--- src/rtl/fpdiv_share_arb_if.sv ---
// Purpose : handshake bundle between the lane FSMs, the shared divider and fpdiv_share_arb.
// Latency : none (wires only).
// Backpr. : req_* is valid/ready, div_* is valid/ready, rsp_* has no backpressure.
// Ports   : req_valid_i/req_a_i/req_b_i/req_ready_o    lane request side
//           div_valid_o/div_ready_i/div_a_o/div_b_o/div_tag_o   divider issue side
//           div_res_valid_i/div_res_i/div_res_tag_i      divider result side
//           rsp_valid_o/rsp_data_o/err_o                 lane response side
//           perf_grant_o/perf_stall_o                    only with DIVARB_PERF_EN
// Modports: master = arbiter, slave = lanes + divider environment.
interface fpdiv_share_arb_if #(
  parameter int NUM_REQ = 4,
  parameter int TAG_W   = 5
);
  logic [NUM_REQ-1:0]        req_valid_i;
  logic [NUM_REQ-1:0][31:0]  req_a_i;
  logic [NUM_REQ-1:0][31:0]  req_b_i;
  logic [NUM_REQ-1:0]        req_ready_o;

  logic                      div_valid_o;
  logic                      div_ready_i;
  logic [31:0]               div_a_o;
  logic [31:0]               div_b_o;
  logic [TAG_W-1:0]          div_tag_o;

  logic                      div_res_valid_i;
  logic [31:0]               div_res_i;
  logic [TAG_W-1:0]          div_res_tag_i;

  logic [NUM_REQ-1:0]        rsp_valid_o;
  logic [31:0]               rsp_data_o;
  logic                      err_o;

`ifdef DIVARB_PERF_EN
  logic [NUM_REQ-1:0][15:0]  perf_grant_o;
  logic [15:0]               perf_stall_o;
`endif

  modport master (
`ifdef DIVARB_PERF_EN
    output perf_grant_o, perf_stall_o,
`endif
    input  req_valid_i, req_a_i, req_b_i,
    output req_ready_o,
    output div_valid_o, div_a_o, div_b_o, div_tag_o,
    input  div_ready_i,
    input  div_res_valid_i, div_res_i, div_res_tag_i,
    output rsp_valid_o, rsp_data_o, err_o
  );

  modport slave (
`ifdef DIVARB_PERF_EN
    input  perf_grant_o, perf_stall_o,
`endif
    output req_valid_i, req_a_i, req_b_i,
    input  req_ready_o,
    input  div_valid_o, div_a_o, div_b_o, div_tag_o,
    output div_ready_i,
    output div_res_valid_i, div_res_i, div_res_tag_i,
    input  rsp_valid_o, rsp_data_o, err_o
  );
endinterface

--- src/rtl/fpdiv_share_arb.sv ---
// Purpose : round-robin share of one FP32 div/sqrt unit among NUM_REQ lanes, tag = {seq, lane id}.
// Latency : issue 0 cycles (combinational grant when div_ready_i=1); response 1 cycle after divider.
// Backpr. : divider stall freezes the granted request in HOLD; issue gated when MAX_INFLIGHT ops outstanding.
// Ports   : clk, rst (async active-high), bus (fpdiv_share_arb_if.master).
// Option  : define DIVARB_PERF_EN to add per-lane grant counters and a stall-cycle counter.
module fpdiv_share_arb #(
  parameter int NUM_REQ      = 4,
  parameter int MAX_INFLIGHT = 4,
  parameter int TAG_W        = 5
) (
  input  logic               clk,
  input  logic               rst,
  fpdiv_share_arb_if.master  bus
);

  localparam int IDW  = $clog2(NUM_REQ);
  localparam int SEQW = TAG_W - IDW;
  localparam int NP2  = 1 << IDW;   // id space; entries >= NUM_REQ never count up
  localparam int CW   = 4;          // holds 0..15 outstanding ops

  typedef enum logic {ARB, HOLD} state_t;

  state_t            state;
  logic [IDW-1:0]    rr_ptr;
  logic [CW-1:0]     tot_inflight;
  logic [CW-1:0]     inflight [NP2];
  logic [SEQW-1:0]   seq      [NP2];

  logic [IDW-1:0]    hold_id;
  logic [31:0]       hold_a;
  logic [31:0]       hold_b;
  logic [TAG_W-1:0]  hold_tag;

  // ---------------------------------------------------------------------------
  // Round-robin pick: first valid lane at or after rr_ptr.
  // ---------------------------------------------------------------------------
  logic              pick_vld;
  logic [IDW-1:0]    pick_id;
  int                idx;

  always_comb begin
    pick_vld = 1'b0;
    pick_id  = '0;
    idx      = 0;
    for (int k = 0; k < NUM_REQ; k++) begin
      idx = int'(rr_ptr) + k;
      if (idx >= NUM_REQ) idx = idx - NUM_REQ;
      if (!pick_vld && bus.req_valid_i[idx]) begin
        pick_vld = 1'b1;
        pick_id  = IDW'(idx);
      end
    end
  end

  // Full is judged on the registered count only, so a response arriving in
  // the same cycle frees a slot for the next cycle, not this one.
  logic full;
  assign full = (tot_inflight >= CW'(MAX_INFLIGHT));

  // ---------------------------------------------------------------------------
  // Issue mux: live pick in ARB, frozen copy in HOLD. Reset forces it idle so
  // every output reads 0 while rst is high, even with lanes still requesting.
  // ---------------------------------------------------------------------------
  logic              issue_vld;
  logic [IDW-1:0]    issue_id;
  logic [31:0]       issue_a;
  logic [31:0]       issue_b;
  logic [TAG_W-1:0]  issue_tag;
  logic              accept;

  always_comb begin
    issue_vld = 1'b0;
    issue_id  = pick_id;
    issue_a   = bus.req_a_i[pick_id];
    issue_b   = bus.req_b_i[pick_id];
    issue_tag = {seq[pick_id], pick_id};
    if (state == HOLD) begin
      issue_vld = 1'b1;
      issue_id  = hold_id;
      issue_a   = hold_a;
      issue_b   = hold_b;
      issue_tag = hold_tag;
    end else begin
      issue_vld = pick_vld && !full;
    end
    if (rst) issue_vld = 1'b0;
  end

  assign accept          = issue_vld && bus.div_ready_i;
  assign bus.div_valid_o = issue_vld;
  assign bus.div_a_o     = issue_vld ? issue_a   : '0;
  assign bus.div_b_o     = issue_vld ? issue_b   : '0;
  assign bus.div_tag_o   = issue_vld ? issue_tag : '0;
  assign bus.req_ready_o = accept ? (NUM_REQ'(1) << issue_id) : '0;

  // ---------------------------------------------------------------------------
  // Response qualification: only lanes with something outstanding may answer.
  // ---------------------------------------------------------------------------
  logic [IDW-1:0] res_id;
  logic           res_ok;

  assign res_id = bus.div_res_tag_i[IDW-1:0];
  assign res_ok = bus.div_res_valid_i && (int'(res_id) < NUM_REQ) &&
                  (inflight[res_id] != '0);

  logic [IDW-1:0] next_ptr;
  assign next_ptr = (int'(issue_id) == NUM_REQ - 1) ? '0 : issue_id + IDW'(1);

  // ---------------------------------------------------------------------------
  // FSM, counters and registered response outputs.
  // ---------------------------------------------------------------------------
  always_ff @(posedge clk or posedge rst) begin
    if (rst) begin
      state           <= ARB;
      rr_ptr          <= '0;
      tot_inflight    <= '0;
      hold_id         <= '0;
      hold_a          <= '0;
      hold_b          <= '0;
      hold_tag        <= '0;
      for (int i = 0; i < NP2; i++) begin
        inflight[i] <= '0;
        seq[i]      <= '0;
      end
      bus.rsp_valid_o <= '0;
      bus.rsp_data_o  <= '0;
      bus.err_o       <= 1'b0;
    end else begin
      case (state)
        ARB: begin
          if (issue_vld && !bus.div_ready_i) begin
            state    <= HOLD;
            hold_id  <= issue_id;
            hold_a   <= issue_a;
            hold_b   <= issue_b;
            hold_tag <= issue_tag;
          end
        end
        HOLD: begin
          if (bus.div_ready_i) state <= ARB;
        end
        default: state <= ARB;
      endcase

      if (accept) begin
        rr_ptr        <= next_ptr;
        seq[issue_id] <= seq[issue_id] + SEQW'(1);
      end

      // Accept and response on the same counter cancel out.
      for (int i = 0; i < NP2; i++) begin
        if (accept && (int'(issue_id) == i) && !(res_ok && (int'(res_id) == i)))
          inflight[i] <= inflight[i] + CW'(1);
        else if (res_ok && (int'(res_id) == i) && !(accept && (int'(issue_id) == i)))
          inflight[i] <= inflight[i] - CW'(1);
      end
      if (accept && !res_ok)
        tot_inflight <= tot_inflight + CW'(1);
      else if (res_ok && !accept)
        tot_inflight <= tot_inflight - CW'(1);

      bus.rsp_valid_o <= res_ok ? (NUM_REQ'(1) << res_id) : '0;
      if (res_ok) bus.rsp_data_o <= bus.div_res_i;
      if (bus.div_res_valid_i && !res_ok) bus.err_o <= 1'b1;
    end
  end

`ifdef DIVARB_PERF_EN
  logic [NUM_REQ-1:0][15:0] perf_grant_q;
  logic [15:0]              perf_stall_q;

  always_ff @(posedge clk or posedge rst) begin
    if (rst) begin
      perf_grant_q <= '0;
      perf_stall_q <= '0;
    end else begin
      if (accept && (perf_grant_q[issue_id] != 16'hFFFF))
        perf_grant_q[issue_id] <= perf_grant_q[issue_id] + 16'd1;
      // Stall: stuck in HOLD, or a lane waiting while the divider is full.
      if (((state == HOLD) || ((state == ARB) && pick_vld && full)) &&
          (perf_stall_q != 16'hFFFF))
        perf_stall_q <= perf_stall_q + 16'd1;
    end
  end

  assign bus.perf_grant_o = perf_grant_q;
  assign bus.perf_stall_o = perf_stall_q;
`endif

endmodule

--- src/flat_wrapper.sv ---
// flat-port wrapper written by rule: the top's interface ports become plain ports
module fpdiv_share_arb_flat 
#(
  parameter int NUM_REQ      = 4,
  parameter int MAX_INFLIGHT = 4,
  parameter int TAG_W        = 5
)
  (clk, rst, bus_req_valid_i, bus_req_a_i, bus_req_b_i, bus_req_ready_o, bus_div_valid_o, bus_div_a_o, bus_div_b_o, bus_div_tag_o, bus_div_ready_i, bus_div_res_valid_i, bus_div_res_i, bus_div_res_tag_i, bus_rsp_valid_o, bus_rsp_data_o, bus_err_o);
  fpdiv_share_arb_if #(.NUM_REQ(NUM_REQ), .TAG_W(TAG_W)) bus_i ();
  input  logic clk;
  input  logic rst;
  input wire logic [$bits(bus_i.req_valid_i)-1:0] bus_req_valid_i;
  input wire logic [$bits(bus_i.req_a_i)-1:0] bus_req_a_i;
  input wire logic [$bits(bus_i.req_b_i)-1:0] bus_req_b_i;
  output wire logic [$bits(bus_i.req_ready_o)-1:0] bus_req_ready_o;
  output wire logic [$bits(bus_i.div_valid_o)-1:0] bus_div_valid_o;
  output wire logic [$bits(bus_i.div_a_o)-1:0] bus_div_a_o;
  output wire logic [$bits(bus_i.div_b_o)-1:0] bus_div_b_o;
  output wire logic [$bits(bus_i.div_tag_o)-1:0] bus_div_tag_o;
  input wire logic [$bits(bus_i.div_ready_i)-1:0] bus_div_ready_i;
  input wire logic [$bits(bus_i.div_res_valid_i)-1:0] bus_div_res_valid_i;
  input wire logic [$bits(bus_i.div_res_i)-1:0] bus_div_res_i;
  input wire logic [$bits(bus_i.div_res_tag_i)-1:0] bus_div_res_tag_i;
  output wire logic [$bits(bus_i.rsp_valid_o)-1:0] bus_rsp_valid_o;
  output wire logic [$bits(bus_i.rsp_data_o)-1:0] bus_rsp_data_o;
  output wire logic [$bits(bus_i.err_o)-1:0] bus_err_o;
  assign bus_i.req_valid_i = bus_req_valid_i;
  assign bus_i.req_a_i = bus_req_a_i;
  assign bus_i.req_b_i = bus_req_b_i;
  assign bus_req_ready_o = bus_i.req_ready_o;
  assign bus_div_valid_o = bus_i.div_valid_o;
  assign bus_div_a_o = bus_i.div_a_o;
  assign bus_div_b_o = bus_i.div_b_o;
  assign bus_div_tag_o = bus_i.div_tag_o;
  assign bus_i.div_ready_i = bus_div_ready_i;
  assign bus_i.div_res_valid_i = bus_div_res_valid_i;
  assign bus_i.div_res_i = bus_div_res_i;
  assign bus_i.div_res_tag_i = bus_div_res_tag_i;
  assign bus_rsp_valid_o = bus_i.rsp_valid_o;
  assign bus_rsp_data_o = bus_i.rsp_data_o;
  assign bus_err_o = bus_i.err_o;
  fpdiv_share_arb #(.NUM_REQ(NUM_REQ), .MAX_INFLIGHT(MAX_INFLIGHT), .TAG_W(TAG_W)) u_core (.clk(clk), .rst(rst), .bus(bus_i));
endmodule
--- config.mk ---
export PLATFORM = sky130hd
export DESIGN_NAME = fpdiv_share_arb_flat
export DESIGN_NICKNAME = d
export VERILOG_FILES = /design/src/rtl/fpdiv_share_arb_if.sv /design/src/rtl/fpdiv_share_arb.sv /design/src/flat_wrapper.sv
export SDC_FILE = /design/constraint.sdc
export NUM_CORES = 1
export LEC_CHECK = 0
export ABC_AREA = 1
export CAP_MARGIN = 5
export CORE_AREA = 2 2 160 162
export DETAILED_ROUTE_END_ITERATION = 10
export DIE_AREA = 0 0 162 164
export HOLD_SLACK_MARGIN = 0.15
export PLACE_DENSITY = 0.74
export SYNTH_ARGS = -nofsm -noshare
export SYNTH_HDL_FRONTEND = slang
export SYNTH_SLANG_ARGS = --single-unit
--- constraint.sdc ---
create_clock -name clk -period 9.8 [get_ports clk]
set_input_delay 0.98 -clock clk [delete_from_list [all_inputs] [get_ports clk]]
set_output_delay 0.98 -clock clk [all_outputs]
set_load 0.1 [all_outputs]
## Word level (Yosys, flattened, before mapping)

Cells that the tools add are included.

| word-level totals | value |
|---|---|
| word-level logic and storage cells | 179 |
| output and inout bits | 111 |
| register bits after elaboration | 143 |
| input port bits | 301 |

| cells by class | value |
|---|---|
| eq/ne operators | 6 |
| reductions and logical operators | 51 |
| add/sub/neg operators | 19 |
| bitwise logic cells | 4 |
| shift operators | 2 |
| multiplexer cells | 65 |
| order comparisons | 14 |

Operators by type and width:

| kind | count |
|---|---|
| 2-to-1 mux 32 bit | 10 |
| binary-select mux 32 bit (select 2 bit) | 2 |
| < comparator 32 x 4 -> 1 bit (second input constant) | 4 |
| >= comparator 32 x 4 -> 1 bit (second input constant) | 3 |
| subtractor 32 x 4 -> 32 bit (second input constant) | 3 |
| 2-to-1 mux 4 bit | 14 |
| logical AND 1 bit | 27 |
| adder 4 x 1 -> 4 bit (second input constant) | 5 |
| subtractor 4 x 1 -> 4 bit (second input constant) | 5 |
| 2-to-1 mux 1 bit | 16 |
| zero test 1 bit | 15 |
| 2-to-1 mux 3 bit | 5 |
| binary-select mux 3 bit (select 2 bit) | 2 |
| bitwise mux 12 bit | 1 |
| 2-to-1 mux 2 bit | 6 |
| 2-to-1 mux 5 bit | 2 |
| nonzero test 2 bit | 5 |
| >= comparator 3 bit (second input constant) | 3 |
| inverter 2 -> 3 bit | 3 |
| binary-select mux 1 bit (select 2 bit) | 4 |
| binary-select mux 4 bit (select 2 bit) | 1 |
| == test 2 bit (second input constant) | 4 |
| left shift 1 x 2 -> 4 bit (first input constant) | 2 |
| adder 2 x 2 -> 3 bit (second input constant) | 2 |
| other kinds (15) | 17 |

## Longest topological paths before layout

| logic depth | value |
|---|---|
| depth in word-level cells | 24 |
| gate-level depth with buffers | 24 |
| depth with buffers taken out | 24 |

## Worst setup path before layout

No wires, ideal clock.

| timing | value |
|---|---|
| kind | input port to output port |
| start point | input bus_req_valid_i[3] |
| end point | output bus_div_tag_o[1] |
| stages | 11 |
| path slack | 4.613 ns |
| data arrival time | 4.207 ns |
| cell sequence | inv_1 > nand2_1 > nand3_1 > nand2_1 > inv_1 > nand3_4 > nand2_2 > a21oi_4 > buf_2 > inv_1 > a211oi_1 |

| between the ends | value |
|---|---|
| longest elaborated chain between the ends | 17 |
| elaborated cells on any way between the ends | 31 |

RTL lines:

| item | line | text |
|---|---|---|
| start: declaration | flat_wrapper.sv:12 | `input wire logic [$bits(bus_i.req_valid_i)-1:0] bus_req_valid_i;` |
| binary-select mux 1 bit (select 2 bit) | fpdiv_share_arb.sv:48 | `if (!pick_vld && bus.req_valid_i[idx]) begin` |
| 2-to-1 mux 1 bit (not written as such) (2 in series) | fpdiv_share_arb.sv:48 |  |
| 2-to-1 mux 1 bit | fpdiv_share_arb.sv:48 |  |
| zero test 1 bit | fpdiv_share_arb.sv:48 |  |
| logical AND 1 bit | fpdiv_share_arb.sv:48 |  |
| 2-to-1 mux 1 bit | fpdiv_share_arb.sv:48 |  |
| zero test 1 bit | fpdiv_share_arb.sv:48 |  |
| logical AND 1 bit | fpdiv_share_arb.sv:48 |  |
| 2-to-1 mux 1 bit | fpdiv_share_arb.sv:48 |  |
| zero test 1 bit | fpdiv_share_arb.sv:48 |  |
| logical AND 1 bit | fpdiv_share_arb.sv:48 |  |
| 2-to-1 mux 1 bit | fpdiv_share_arb.sv:48 |  |
| logical AND 1 bit | fpdiv_share_arb.sv:84 | `issue_vld = pick_vld && !full;` |
| 2-to-1 mux 1 bit | fpdiv_share_arb.sv:77 | `if (state == HOLD) begin` |
| 2-to-1 mux 1 bit | fpdiv_share_arb.sv:86 | `if (rst) issue_vld = 1'b0;` |
| 2-to-1 mux 5 bit (*) | fpdiv_share_arb.sv:93 | `assign bus.div_tag_o = issue_vld ? issue_tag : '0;` |
| end: declaration | flat_wrapper.sv:19 | `output wire logic [$bits(bus_i.div_tag_o)-1:0] bus_div_tag_o;` |

Every way passes the cells marked *; elsewhere a longest branch is shown, timed or not. The select of a mux whose other input is x is not followed.

## Worst setup path in the final report

| timing | value |
|---|---|
| start point | input bus_req_valid_i[3] |
| end point | output bus_req_ready_o[2] |

| between the ends | value |
|---|---|
| elaborated cells on any way between the ends | 33 |

RTL lines:

| item | line | text |
|---|---|---|
| binary-select mux 1 bit (select 2 bit) | fpdiv_share_arb.sv:48 |  |
| 2-to-1 mux 1 bit (not written as such) (2 in series) | fpdiv_share_arb.sv:48 |  |
| 2-to-1 mux 1 bit | fpdiv_share_arb.sv:48 |  |
| zero test 1 bit | fpdiv_share_arb.sv:48 |  |
| logical AND 1 bit | fpdiv_share_arb.sv:48 |  |
| 2-to-1 mux 1 bit | fpdiv_share_arb.sv:48 |  |
| zero test 1 bit | fpdiv_share_arb.sv:48 |  |
| logical AND 1 bit | fpdiv_share_arb.sv:48 |  |
| 2-to-1 mux 1 bit | fpdiv_share_arb.sv:48 |  |
| zero test 1 bit | fpdiv_share_arb.sv:48 |  |
| logical AND 1 bit | fpdiv_share_arb.sv:48 |  |
| 2-to-1 mux 2 bit (*) | fpdiv_share_arb.sv:48 |  |
| 2-to-1 mux 2 bit (*) | fpdiv_share_arb.sv:77 |  |
| named net u_core.issue_id[1] | fpdiv_share_arb.sv:65 | `logic [IDW-1:0] issue_id;` |
| left shift 1 x 2 -> 4 bit (*) | fpdiv_share_arb.sv:94 | `assign bus.req_ready_o = accept ? (NUM_REQ'(1) << issue_id) : '0;` |
| 2-to-1 mux 4 bit (*) | fpdiv_share_arb.sv:94 |  |
| end: declaration | flat_wrapper.sv:15 | `output wire logic [$bits(bus_i.req_ready_o)-1:0] bus_req_ready_o;` |

Mark *: on every way through the listed nets, which the timed path passes. The rest lies on a longest branch. The select of a mux whose other input is x is not followed.

==> results.cfg <==
[sta]
hold_viol = 0
rsz0062_at_grt = false
fin_skew_ns = 0.0137
relSlewSlack_pct = 20.8
period_minus_slack_ns = 6.30
worst_pin_slew_ns = 1.18
clock.fmax_ghz = 0.159
slew_violations = 0
setup_viol = 0
fin_tns_setup_ns = 0
fin_crit_sh_pct = 64.3

[yosys]
synth_seq_cells = 143
synth_top_area_share_pct = 37.1
synthCells = 1481
synth_area_per_cell_sq_um = 6.52
yosysTopAreaCell = dfrtp_1
synth_seq_area_share_pct = 37.1
syn_area_sq_um = 9650
ys_top_cells_by_area = dfrtp_1 37%, nand2_1 21%, inv_1 9.4%
synth_fp_nets = 1807
yosysUniqueCellTypes = 33
yosys_warnings = 0

[floorplanning]
rows = 58
die_y_microns = 164
pin_count = 412
initial_core_util_pct = 38.9
core_area_sq_um = 24800
dieArea_sq_um = 26600
fp.dieW_microns = 162

[route]
dr_total_vias = 10400
final_antenna_net_count = 0
met3_length_microns = 2460
first_iter_violations = 727
avgViaCountPerCell = 4.77
wl_microns = 33800
wl_met2_microns = 16400
drc = 0
dr.max_layer_used = met4
routedWlPerCell_microns = 15.5
first_pass_iters = 6
wl_met1_microns = 14300

[setup_path]
worstSetupPathType = in2out
cp.required_ns = 8.82
crit_path_max_incr_delay_ns = 1.26
worstPathArrival_ns = 5.32
crit_path_cell_trace = clkdlybuf4s50_1, inv_1, nand2_1, nand3_1, nand2_2, nor2_4, nand3_1, nand3_1, nand3_2, nand2_1, ha_1, inv_1, nor2_1, clkdlybuf4s50_1
crit_path_max_fanout = 33
critPathLaunchType = primary input
end_kind = output pin
slowest_stage = clkdlybuf4s50_1
rr_startpoint = u_core.rr_ptr[0]
cpMostUsedCell = nand3_1
cp-startpoint = bus_req_valid_i[3]

[placed_design]
portBuffers = 408
place_congestion = 0.836
dp.cells = 2149
dpl.hpwl_microns = 24100

[min_path]
worst_hold_path_type = reg2reg
hold_path.startpoint = u_core.tot_inflight[3]

[global_routing]
grt_pass1_wl_microns = 52600
grt_overflow = 0
grt_start_max_net_pins = 270
grt_usage_pct = 25.0
grt_pass1_vias = 9836
antenna_found_initial = 3

[layout]
syn_to_final_growth_pct = 49.5
layout.nets = 2164
nFillCells = 2409
final_cell_mix = 542 x nand2_1, 408 x clkdlybuf4s50_1, 240 x inv_1, 142 x dfrtp_1, 137 x a21oi_1
layout.cells.most_common = nand2_1
seqCellArea_sq_um = 3580
layout.cells.non_filler = 2185
drive_gt1_share_pct = 3.13
multi_input_area_sq_um = 4740

[flow_run]
maxCapViolations = 0

[cts]
postCtsResizedCells = 0
cts_tree = yes
path_clk_slew_ns = 0.07
numCtsBuffers = 17
cts_setup_buffers = 0
htree_levels = 4
cts_hold_buf = 0
clkLatencyLatePin_ns = 0.42
clock-root-buffer = clkbuf_16
cts.sinks = 143
clock_path_buffers = 2

[run_status]
status = finished clean
## Yosys cell counts
cell,n
o21bai_1,1
fa_1,5
o2111ai_1,1
buf_1,3
nand3_2,2
buf_4,8
clkbuf_1,38
buf_2,23
o21ai_0,104
nand4_1,1
nor2_4,1
a21oi_1,137
o211ai_1,4
dfrtp_1,143
a21o_1,5
inv_1,241
nand2_2,4
a211oi_1,1
nor2_1,25
o21ai_1,50
buf_6,7
inv_2,5
nand3_4,2
nand3_1,84
o22ai_1,1
xnor2_1,10
o41ai_1,3
nor4_1,1
nand2_1,543
clkinv_1,2
ha_1,20
xor2_1,5
a21oi_4,1
## cell families (layout without fill, tap and decap cells)
family | Yosys count | in the layout | share of synthesized area, %
xor+xnor | 15 | 15 | 1.36
fa+ha+maj | 25 | 25 | 3.63
buf+inv | 327 | 697 | 13.9
flops | 143 | 143 | 37.1
compound gates | 308 | 308 | 16.5
simple gates | 663 | 663 | 27.5
other cells | 0 | 4 | 0
## metrics by stage
stage / hold WS (ns) / cell area [sq um] / worst slack, ns / util (%)
6_report: 0.471 / 14400 / 3.50 / 58.2
5_1_grt: 0.487 / 14400 / 3.13 / 58.1
4_1_cts: 0.471 / 14400 / 3.45 / 58.1
3_5_place_dp: 0.458 / 13800 / 3.47 / 55.8
3_3_place_gp: 0.460 / 13800 / 3.49 / 55.8
2_1_floorplan: 0.443 / 9650 / 4.61 / -
## sequential cells by signal (all words and copies together), names as in the netlist, 4 cells and up
name                    flops
u_core.bus.rsp_data_o      32
u_core.hold_a              32
u_core.hold_b              32
u_core.inflight            16
u_core.seq                 12
u_core.hold_tag             5
u_core.bus.rsp_valid_o      4
u_core.tot_inflight         4
## worst max-delay path: cells and delay by family
| family | cells | cell delay, ns |
|---|---|---|
| AND/OR/NAND/NOR | 9 | 2.29 |
| buffers and inverters | 4 | 1.81 |
| adder cells (fa/ha/maj) | 1 | 0.23 |
## layer usage
layer  track usage [%]  up-vias
li1                  -     5319
met1              32.2     4723
met2              41.9      350
met3              6.06       40
met4              7.12        0
met5                 0        -
## layout make-up
class,count,area share [%]
diodes,4,0.0694
clock buffers,18,2.97
clock inverters,14,1.08
inverters,248,6.48
multi-input cells,1011,32.9
flip-flops and latches,143,24.8
well taps,330,2.86
repair buffers,417,28.9
## worst paths after layout
check | to | slack, ns | depth (start not counted)
max in group asynchronous | u_core.inflight[7] | 7.23 | 3
max | bus_req_ready_o[2] | 3.50 | 14
min | u_core.tot_inflight[3] | 0.47 | 1
min reg2reg | u_core.tot_inflight[3] | 0.47 | 1
max reg2reg | u_core.inflight[7] | 5.06 | 22
min in group asynchronous | u_core.hold_a[22] | 1.17 | 2
Power is left out: the tool's default activity adds up to more than one toggle a clock period on the data nets, which glitch-free logic cannot reach.
